===== config.mk =====
export PLATFORM = sky130hd
export DESIGN_NAME = sat_threshold_counter_flat
export DESIGN_NICKNAME = d
export VERILOG_FILES = /design/src/rtl/sat_threshold_counter_if.sv /design/src/rtl/sat_threshold_counter.sv /design/src/flat_wrapper.sv
export SDC_FILE = /design/constraint.sdc
export NUM_CORES = 1
export LEC_CHECK = 0
export ABC_AREA = 1
export BUFFER_PORTS_ARGS = -buffer_cell sky130_fd_sc_hd__buf_4
export CORE_AREA = 2 2 39 41
export DETAILED_ROUTE_END_ITERATION = 12
export DIE_AREA = 0 0 41 43
export HOLD_SLACK_MARGIN = 0.12
export SYNTH_ARGS = -nofsm -noshare
export SYNTH_HDL_FRONTEND = slang
export SYNTH_SLANG_ARGS = --single-unit

===== constraint.sdc =====
create_clock -name clock -period 1.6 [get_ports clock]
set_input_delay 0.08 -clock clock [delete_from_list [all_inputs] [get_ports clock]]
set_output_delay 0.08 -clock clock [all_outputs]
set_load 0.01 [all_outputs]

===== src/rtl/sat_threshold_counter_if.sv =====
`default_nettype none
// ============================================================================
// Module      : sat_threshold_counter_if
// Description : Control/status bundle for the saturating threshold counter.
//               The master side drives restart/enable/threshold and observes
//               the count and its flags; the counter itself is the slave.
// Revision    : 1.0 - initial release
// ============================================================================
interface sat_threshold_counter_if #(
    parameter int WIDTH = 3
);
    logic             restart;
    logic             enable;
    logic [WIDTH-1:0] threshold;
    logic [WIDTH-1:0] count;
    logic             Q;
    logic             hit;
    logic             full;

    modport master (
        output restart, enable, threshold,
        input  count, Q, hit, full
    );

    modport slave (
        input  restart, enable, threshold,
        output count, Q, hit, full
    );
endinterface
`default_nettype wire


===== src/rtl/sat_threshold_counter.sv =====
`default_nettype none
// ============================================================================
// Module      : sat_threshold_counter
// Description : Saturating up-counter for the input-timing level. Counts
//               enabled edges from 0 up to LIMIT and flags when the count
//               passes a runtime threshold (Q), with a single hit pulse per
//               clear/restart and a full indication at saturation.
// Revision    : 1.0 - initial release
// ============================================================================
module sat_threshold_counter #(
    parameter int WIDTH  = 3,
    parameter int LIMIT  = 7,
    parameter bit STICKY = 1'b1
) (
    input  wire logic              clock,
    input  wire logic              clear,
    sat_threshold_counter_if.slave bus
);
    localparam logic [WIDTH-1:0] c_limit = WIDTH'(LIMIT);
    localparam logic [WIDTH-1:0] c_one   = WIDTH'(1);

    logic [WIDTH-1:0] r_count;
    logic             r_q;
    logic             r_hit;
    logic             r_armed;

    logic             w_at_limit;
    logic             w_event;
    logic [WIDTH-1:0] w_count_next;
    logic             w_q_next;

    // The threshold event looks at the pre-increment count, so Q/hit assert
    // on the same edge that moves count from threshold to threshold+1.
    assign w_at_limit   = (r_count == c_limit);
    assign w_event      = bus.enable && (r_count == bus.threshold);
    assign w_count_next = (bus.enable && !w_at_limit) ? (r_count + c_one) : r_count;

    if (STICKY) begin : g_sticky
        // Latched flag: once the event has occurred it stays until re-armed.
        assign w_q_next = r_q | w_event;
    end else begin : g_level
        // Level compare: follows threshold changes and may drop again.
        assign w_q_next = w_event | (w_count_next > bus.threshold);
    end

    // Count, flag, pulse and re-arm state; clear and restart share one effect.
    always_ff @(posedge clock) begin
        if (clear || bus.restart) begin
            r_count <= '0;
            r_q     <= 1'b0;
            r_hit   <= 1'b0;
            r_armed <= 1'b1;
        end else begin
            r_count <= w_count_next;
            r_q     <= w_q_next;
            r_hit   <= w_event && r_armed;
            if (w_event) begin
                r_armed <= 1'b0;
            end
        end
    end

    assign bus.count = r_count;
    assign bus.Q     = r_q;
    assign bus.hit   = r_hit;
    // full decodes the count register only, so it has no input-to-output path.
    assign bus.full  = w_at_limit;
endmodule
`default_nettype wire


===== src/flat_wrapper.sv =====
// flat-port wrapper written by rule: the top's interface ports become plain ports
module sat_threshold_counter_flat 
#(
    parameter int WIDTH  = 3,
    parameter int LIMIT  = 7,
    parameter bit STICKY = 1'b1
)
  (clock, clear, bus_restart, bus_enable, bus_threshold, bus_count, bus_Q, bus_hit, bus_full);
  sat_threshold_counter_if #(.WIDTH(WIDTH)) bus_i ();
  input  wire logic clock;
  input  wire logic clear;
  input wire logic [$bits(bus_i.restart)-1:0] bus_restart;
  input wire logic [$bits(bus_i.enable)-1:0] bus_enable;
  input wire logic [$bits(bus_i.threshold)-1:0] bus_threshold;
  output wire logic [$bits(bus_i.count)-1:0] bus_count;
  output wire logic [$bits(bus_i.Q)-1:0] bus_Q;
  output wire logic [$bits(bus_i.hit)-1:0] bus_hit;
  output wire logic [$bits(bus_i.full)-1:0] bus_full;
  assign bus_i.restart = bus_restart;
  assign bus_i.enable = bus_enable;
  assign bus_i.threshold = bus_threshold;
  assign bus_count = bus_i.count;
  assign bus_Q = bus_i.Q;
  assign bus_hit = bus_i.hit;
  assign bus_full = bus_i.full;
  sat_threshold_counter #(.WIDTH(WIDTH), .LIMIT(LIMIT), .STICKY(STICKY)) u_core (.clock(clock), .clear(clear), .bus(bus_i));
endmodule

# Word level (Yosys, flattened, before mapping)
# Cells that the tools add are included.
op_classes:
  addsub: 1
  eq_ne: 2
  bitwise_logic: 1
  n_reduce_logical: 5
op_table:
  columns: ["operator", "count"]
  rows:
  - ["3-bit by 1-bit adder with 3-bit output, second input constant", 1]
  - ["3-bit == test", 1]
  - ["3-bit == test, second input constant", 1]
  - ["1-bit logical AND", 3]
  - ["1-bit logical NOT", 1]
  - ["1-bit logical OR", 1]
  - ["1-bit OR", 1]
word_totals:
  reg_bits: 6
  in_bits: 7
  out_inout_bits: 6

# Longest topological paths before layout
# Gate-level depths: netlist of run 1.
logic_depth:
  word_depth: 3
  mapped_depth: 7
  depth_no_buf: 7

# Worst setup path after synthesis of run 1
# No wires, ideal clock.
synth_path:
  path_type: "reg2reg"
  start: "register u_core.r_count[0], in the netlist u_core.bus.count[0]"
  end: "register u_core.r_count[2], in the netlist u_core.bus.count[2]"
  t_arrival_ns: 1.120
  t_required_ns: 1.481
  setup_slack_ns: 0.360
  path_stages_with_launch: 7
  path_cell_list: "dfxtp_1 ha_1 ha_1 inv_1 nand2_1 o21ai_0 a21oi_1"
synth_between:
  elab_chain_len: 3
synth_lines:
  columns: ["item", "line_no", "source"]
  rows:
  - ["start, declared", "sat_threshold_counter.sv:22", "logic [WIDTH-1:0] r_count;"]
  - ["start signal, assigned", "sat_threshold_counter.sv:54", "r_count <= w_count_next;"]
  - ["3-bit == test", "sat_threshold_counter.sv:34", "assign w_at_limit = (r_count == c_limit);"]
  - ["net bus_full", "flat_wrapper.sv:18", "output wire logic [$bits(bus_i.full)-1:0] bus_full;"]
  - ["1-bit logical NOT", "sat_threshold_counter.sv:36", "assign w_count_next = (bus.enable && !w_at_limit) ? (r_count + c_one) : r_count;"]
  - ["1-bit logical AND", "sat_threshold_counter.sv:36", null]
# The timed path passes the listed nets, and every way through them passes these cells.
# A chain may end at the register's enable or synchronous reset.

# Final worst setup path of run 1
layout_path:
  start: "input clear"
  end: "register u_core.r_armed"
layout_between:
  elab_chain_len: 1
layout_lines:
  columns: ["item", "line_no", "source"]
  rows:
  - ["start, declared", "flat_wrapper.sv:11", "input wire logic clear;"]
  - ["1-bit logical OR", "sat_threshold_counter.sv:48", "if (clear || bus.restart) begin"]
  - ["end signal, assigned", "sat_threshold_counter.sv:52", "r_armed <= 1'b1;"]
  - ["end signal, assigned", "sat_threshold_counter.sv:58", "r_armed <= 1'b0;"]
  - ["end, declared", "sat_threshold_counter.sv:25", "logic r_armed;"]
# No other way between the ends.

==> results of run 1 <==
==> repair_timing <==
action / in CTS / in global routing
hold buffers: 2 / 0
endpoints found under the setup margin: 0 / 0
endpoints found under the hold margin: 1 / 0
==> through the flow <==
| stage | std cells | hold slack, ns | util (%) | cell area [um^2] | total power, uW |
|---|---|---|---|---|---|
| after floorplan | 42 | 0.212 | - | 293 | 183 |
| after global placement | 70 | 0.334 | 29.1 | 403 | 203 |
| after detailed placement | 70 | 0.334 | 29.1 | 403 | 204 |
| after CTS | 75 | 0.130 | 32.2 | 445 | 351 |
| after global routing | 75 | 0.140 | 32.2 | 445 | 366 |
| final | 75 | 0.137 | 32.2 | 445 | 343 |
==> state kept, by name (all words and copies together) (netlist names) <==
| register | count |
|---|---|
| u_core.bus.count | 3 |
| u_core.bus.Q | 1 |
| u_core.bus.hit | 1 |
| u_core.r_armed | 1 |
==> cell type report <==
type | instances | share of cell area (%)
inverters | 8 | 6.74
flip-flops and latches | 6 | 27.0
repair buffers | 14 | 24.7
multi-input cells | 28 | 32.0
clock buffers | 3 | 5.06
well taps | 16 | 4.49
==> cells by family (layout without fill, tap and decap cells) <==
group	count (synthesis)	in the layout	share of synthesized area, %
AO/OA/AOI/OAI	6	6	11.5
adder cells (fa/ha/maj)	2	2	8.55
buffers and inverters	8	25	10.3
flip-flops	6	6	41.0
AND/OR/NAND/NOR	20	20	28.6
==> cells in the final DEF, fill, tap and decap left out, drive strengths merged <==
cell	synthesis	routed
nand2	14	14
ha	2	2
o21ai	2	2
nor2	5	5
dlygate4sd3	0	2
buf	0	12
inv	8	8
a21oi	4	4
clkbuf	0	3
dfxtp	6	6
nand3	1	1
==> routing by layer <==
| layer | GRT usage, % | wire length [um] |
|---|---|---|
| met2 | 9.06 | 223 |
| met4 | 10.0 | 0 |
| met1 | 11.0 | 288 |
| met5 | 0 | 0 |
| met3 | 3.14 | 75 |
==> power groups by stage <==
stage | clock network (uW) | logic [uW] | registers (uW)
finish | 138 | 47.0 | 157
global route | 155 | 53.7 | 157
CTS | 146 | 47.5 | 157
detailed placement | 0 | 43.6 | 160
global placement | 0 | 43.2 | 160
floorplan | 0 | 21.5 | 161
==> worst paths after layout <==
kind                            start                  end  slack (ns)  depth (start not counted)
hold reg to reg        u_core.r_armed       u_core.r_armed        0.44                          2
setup / recovery                clear       u_core.r_armed        0.12                          5
setup reg to reg  u_core.bus.count[0]  u_core.bus.count[0]        0.38                          6
hold / removal             bus_enable  u_core.bus.count[1]        0.14                          3
==> worst min-delay path, stage by stage <==
cell,delay [ns]
buf_4,0.12
nand3_1,0.07
a21oi_1,0.06
==> reports/qor.yml, run 1 <==
status: "finished, final reports clean"
synth-main-ff-cell: "dfxtp_1"
ys_seq_area_share_pct: 41.0
cts_tree: "yes"
grt-ovfl-total: 0
ys.warnings.count: 0
die_x_um: 41
dr.pass1.iters: 4
drt_wl_total_um: 586
cp_max_fo: 5
tightest_slew_ns: 0.287
core_um2: 1380
hold_viol: 0
synthCells: 42
cpMaxStageDelayCell: "dlygate4sd3_1"
grt_pass1_wl_um: 945
clkPwrFrac_pct: 40.4
register_area_um2: 120
cp_top_family: "buffers and inverters"
cts_setup_buffers: 0
drc: 0
cts_inserted_buffers: 3
vias: 283
cp.arrival_ns: 1.62
multi_input_comb_area_um2: 143
grt_util_all_layers_pct: 8.45
fp.dieH_um: 43
synthTopCellsByCount: "nand2_1 (13), inv_1 (7), dfxtp_1 (6)"
clock_sinks: 6
ys_ff_latch: 6
fin_worst_skew_ns: 0.00101
synth-async-reset-ratio_pct: 0
clkLatencyLatePin_ns: 0.24
cp-end-kind: "flip-flop"
timing.final.crit_share_pct: 92.6
start_kind: "primary input"
drv_cap: 0
syn-cell-area_um2: 293
critPathKind: "primary input to flip-flop"
die_area_um2: 1760
slowest_delay_ns: 0.60
synth_fp_nets: 51
crit_required_ns: 1.74
dp_slack_ns: 0.373
crit_buf_inv: 3
yosysTopAreaCellShare_pct: 41.0
final_max_slew_viol_count: 0
antenna_found_initial: 0
drtIter0Drc: 6
initial_utilization_pct: 21.2
rsz0062_at_grt: "false"
fmax_mhz: 675
ant_nets: 0
routed_via_density: 3.77
cts_buffer_depth: 2
drive_gt1_share_pct: 33.9
ir_drop_v: 0.000282
clkTransAtPathRegs_ns: 0.04
synthToLayoutAreaGrowth_pct: 52.1
grt_max_degree: 6
ctsResizeCount: 0
setup_violations: 0
fin_crit_ns: 1.48
drt-wirelength-per-cell_um: 7.81
yosysMostFrequentCell: "nand2_1"
p_leak_uw: 0.000231
finalSetupTns_ns: 0
worst_slack_ns: 0.118
dp_hpwl_um: 451
place_congestion: 0.640
grt_pass1_vias: 240
p_int_uw: 264
synth_edf_count: 0
fill_cells: 164
pwr-share-seq_pct: 45.9
ys_types: 12
comb_power_share_pct: 13.7
crit_chain: "dlygate4sd3_1 > buf_4 > nor2_1 > dlygate4sd3_1 > nand2_1"
insertedDiodeCount: 0
hold_class: "primary input to flip-flop"
switching_share_pct: 23.1
avgSynthCellArea_um2: 6.97
p_sw_uw: 79.0
io_pins: 13
slew_headroom_pct: 80.8
powerDensity_nw_per_um2: 770
clockRootBuffer: "clkbuf_4"
yosys-top-cells-area: "dfxtp_1 (41%), nand2_1 (17%), inv_1 (9.0%), ha_1 (8.5%), a21oi_1 (5.1%)"
io_buffers: 12
yosysTopAreaCell: "dfxtp_1"
num_rows: 14
h-tree-depth: 1
nNetsFinal: 70
cpMostUsedCell: "dlygate4sd3_1"
No activity file was read; power rests on OpenSTA's default activity.
==> run 2: changes to the inputs <==
- RECOVER_POWER: unset -> 50
==> reports/qor.yml, run 2 (synthesized netlist as in run 1, its figures left out) <==
status: "finished, final reports clean"
crit_start: "clear"
cts_buffer_depth: 2
cts_tree: "yes"
timing.rr.end: "u_core.bus.count[0]"
critPathKind: "primary input to flip-flop"
rsz0062_at_grt: "false"
slew_headroom_pct: 80.8
antenna_found_initial: 0
largest_register_ffs: 3
timing.final.crit_share_pct: 92.5
tightest_slew_ns: 0.287
crit_required_ns: 1.74
grt_pass1_wl_um: 945
initial_utilization_pct: 21.2
hold_class: "primary input to flip-flop"
ant_nets: 0
r2r_slack_ns: 0.38
cts_inserted_buffers: 3
place_congestion: 0.640
final_max_slew_viol_count: 0
insertedDiodeCount: 0
grt-ovfl-total: 0
dp_slack_ns: 0.373
cts_setup_buffers: 0
synthToLayoutAreaGrowth_pct: 45.7
reg2reg_depth: 6
routed_via_density: 3.80
r2r_start: "u_core.bus.count[0]"
cp_max_fo: 5
drt_wl_total_um: 586
drc: 0
grt_pass1_vias: 240
final_common_cell: "nand2_1"
setup_violations: 0
fin_crit_ns: 1.48
nNetsFinal: 70
num_rows: 14
fp.dieH_um: 43
fill_cells: 164
hold_viol: 0
cp.arrival_ns: 1.62
drtIter0Drc: 6
fmax_mhz: 675
clock_sinks: 6
worst_slack_ns: 0.120
grt_util_all_layers_pct: 8.45
ctsResizeCount: 0
h-tree-depth: 1
grt_max_degree: 6
p_leak_uw: 0.000210
io_pins: 13
fin_worst_skew_ns: 0.00101
clkTransAtPathRegs_ns: 0.04
p_total_uw: 340
die_area_um2: 1760
clkLatencyLatePin_ns: 0.24
finalSetupTns_ns: 0
dp_hpwl_um: 451
powerDensity_nw_per_um2: 797
hold_depth: 3
ir_drop_v: 0.000276
start_kind: "primary input"
mostFrequentLayoutCells: "nand2_1 (13), inv_1 (7), buf_4 (6), dfxtp_1 (6), clkbuf_1 (5)"
cp-end-kind: "flip-flop"
io_buffers: 12
clockRootBuffer: "clkbuf_4"
dr.pass1.iters: 4
drv_cap: 0
crit_end: "u_core.r_armed"
drive_gt1_share_pct: 25.4
drt-wirelength-per-cell_um: 7.81
core_um2: 1380
vias: 285
die_x_um: 41
## run 2: timing repair
item	4_1_cts	5_1_grt
hold buffers	2	0
setup endpoints to repair	0	0
endpoints found under the hold margin	1	0
## run 2: per-layer routing
layer | vias to the layer above | track usage [%] | part of all wire [%]
li1 | 162 | - | -
met1 | 110 | 11.0 | 49
met5 | - | 0 | 0
met4 | 0 | 10.0 | 0
met3 | 0 | 3.14 | 13
met2 | 13 | 9.06 | 38
## run 2: worst min path at each step
stage | startpoint | endpoint | slack [ns]
4_1_cts | bus_restart | u_core.bus.hit | 0.13
3_5_place_dp | clear | u_core.r_armed | 0.33
2_1_floorplan | clear | u_core.r_armed | 0.21
3_3_place_gp | clear | u_core.r_armed | 0.33
6_report | bus_enable | u_core.bus.count[1] | 0.14
5_1_grt | bus_enable | u_core.bus.count[1] | 0.14
## run 2: final cells by class
class                   count  area [um^2]  share of cell area, %
multi-input cells          28          143                   33.4
flip-flops and latches      6          120                   28.2
repair buffers             14         91.3                   21.4
inverters                   8         30.0                   7.04
clock buffers               3         22.5                   5.28
well taps                  16         20.0                   4.69
## run 2: worst max-delay path: stages
cell,delay [ns]
dlygate4sd3_1,0.53
clkbuf_4,0.13
nor2_1,0.23
dlygate4sd3_1,0.60
nand2_1,0.05
## run 2: power breakdown
part / switching, uW / internal [uW] / leakage [uW]
clock network: 53.7 / 84.8 / 0.0000138
logic: 22.0 / 22.4 / 0.000147
registers: 3.28 / 154 / 0.0000487
## run 2: metrics by stage
stage	hold slack [ns]	cell area, um^2	cells	util (%)
6_report	0.137	427	75	30.8
3_3_place_gp	0.334	403	70	29.1
3_5_place_dp	0.334	403	70	29.1
4_1_cts	0.130	445	75	32.2
5_1_grt	0.140	427	75	30.8
2_1_floorplan	0.212	293	42	-
==> run 3: changes to the inputs <==
==> constraint.sdc (replaced) <==
create_clock -name clock -period 1.6 [get_ports clock]
set_input_delay 0 -clock clock [delete_from_list [all_inputs] [get_ports clock]]
set_output_delay 0 -clock clock [all_outputs]
set_load 0.01 [all_outputs]
==> reports/qor.yml, run 3 (synthesized netlist as in run 1, its figures left out) <==
status: "finished, final reports clean"
fin_worst_skew_ns: 0.000952
p_int_uw: 263
slew_headroom_pct: 88.3
cpMaxStageDelayCell: "dlygate4sd3_1"
drt_wl_total_um: 586
insertedDiodeCount: 0
dp.cells: 70
drive_gt1_share_pct: 23.3
cts_setup_buffers: 0
finalNonFillerCells: 76
setup_violations: 0
drv_cap: 0
cts_buffer_depth: 2
clkTransAtPathRegs_ns: 0.04
place_congestion: 0.640
crit_required_ns: 1.78
die_x_um: 41
powerDensity_nw_per_um2: 789
r2r_start: "u_core.bus.count[0]"
io_buffers: 12
drc: 0
cp-end-kind: "flip-flop"
reg2reg_depth: 6
final_max_slew_viol_count: 0
ctsResizeCount: 0
dp_hpwl_um: 451
p_total_uw: 342
finalSetupTns_ns: 0
cp_top_family: "buffers and inverters"
core_um2: 1380
worst_hold_path.endpoint: "u_core.bus.hit"
grt-ovfl-total: 0
grt_util_all_layers_pct: 8.55
cp_max_fo: 5
hold_class: "primary input to flip-flop"
hold_viol: 0
holdBufCountCts: 3
tightest_slew_ns: 0.175
crit_buf_inv: 3
r2r_slack_ns: 0.38
grt_max_degree: 6
min_from: "bus_threshold[2]"
nNetsFinal: 71
hold_ws_ns: 0.156
fin_crit_ns: 1.41
routed_via_density: 3.74
clock_sinks: 6
switching_share_pct: 23.1
cts_tree: "yes"
pwr-share-seq_pct: 46.0
cpMostUsedCell: "dlygate4sd3_1"
io_pins: 13
cp.arrival_ns: 1.59
fp.dieH_um: 43
crit_chain: "dlygate4sd3_1 > buf_4 > nor2_1 > dlygate4sd3_1 > o21ai_0 > a21oi_1"
cts_inserted_buffers: 3
grt_pass1_wl_um: 959
synthToLayoutAreaGrowth_pct: 47.9
drt-wirelength-per-cell_um: 7.71
ir_drop_v: 0.000277
final_common_cell: "nand2_1"
initial_utilization_pct: 21.2
antenna_found_initial: 0
clkLatencyLatePin_ns: 0.24
mostFrequentLayoutCells: "nand2_1 (13), inv_1 (7), buf_4 (6), clkbuf_1 (6), dfxtp_1 (6)"
clockRootBuffer: "clkbuf_4"
timing.final.crit_share_pct: 88.1
hold_depth: 6
vias: 284
clkPwrFrac_pct: 40.4
grt_pass1_vias: 241
slowest_delay_ns: 0.64
drtIter0Drc: 4
p_sw_uw: 78.9
fin_util_pct: 31.3
largest_register_ffs: 3
dr.pass1.iters: 4
h-tree-depth: 1
critPathKind: "primary input to flip-flop"
die_area_um2: 1760
fmax_mhz: 709
rsz0062_at_grt: "false"
ant_nets: 0
p_leak_uw: 0.000210
start_kind: "primary input"
num_rows: 14
comb_power_share_pct: 13.6
timing.rr.end: "u_core.bus.count[0]"
run 3: cell types whose count changed in the layout (fill, tap and decap cells not counted), sizes merged:
cell	previous run	this run
dlygate4sd3	2	3
run 3: area by class of cell:
cell class	count	area, um^2
clock buffers	3	22.5
fillers	163	951
flip-flops and latches	6	120
well taps	16	20.0
repair buffers	15	97.6
multi-input cells	28	143
inverters	8	30.0
run 3: routing by layer:
layer | part of all wire, % | global-route usage (%)
met5 | 0 | 0
met4 | 0 | 10.0
met3 | 12 | 3.14
met2 | 37 | 9.06
met1 | 51 | 11.3
run 3: worst max path at each step:
stage | start | end | slack (ns) | cells after the start
CTS | clear | u_core.bus.count[2] | 0.20 | 6
finish | clear | u_core.bus.count[0] | 0.19 | 6
global placement | u_core.bus.count[0] | u_core.bus.count[2] | 0.38 | 6
detailed placement | u_core.bus.count[0] | u_core.bus.count[2] | 0.37 | 6
floorplan | u_core.bus.count[0] | u_core.bus.count[2] | 0.36 | 6
global route | clear | u_core.bus.count[0] | 0.08 | 6
run 3: worst register-to-register path: cells and delay by family (launching register included):
family / cells / cell delay [ns]
AOI/OAI and AO/OA: 2 / 0.21
adders and majority gates: 2 / 0.40
DFF: 1 / 0.33
buffers and inverters: 1 / 0.07
and+or+nand+nor: 1 / 0.10
run 3: power groups by stage:
stage / Combinational [uW] / Sequential [uW] / Clock [uW]
final: 46.6 / 157 / 138
after global routing: 53.4 / 157 / 155
after CTS: 49.4 / 157 / 146
after detailed placement: 43.6 / 160 / 0
after global placement: 43.2 / 160 / 0
after floorplan: 21.5 / 161 / 0
run 3: per-stage QoR:
stage / worst slack [ns] / area, um^2
after global placement: 0.378 / 403
after CTS: 0.198 / 455
after global routing: 0.0823 / 433
final: 0.190 / 433
after detailed placement: 0.373 / 403
after floorplan: 0.360 / 293
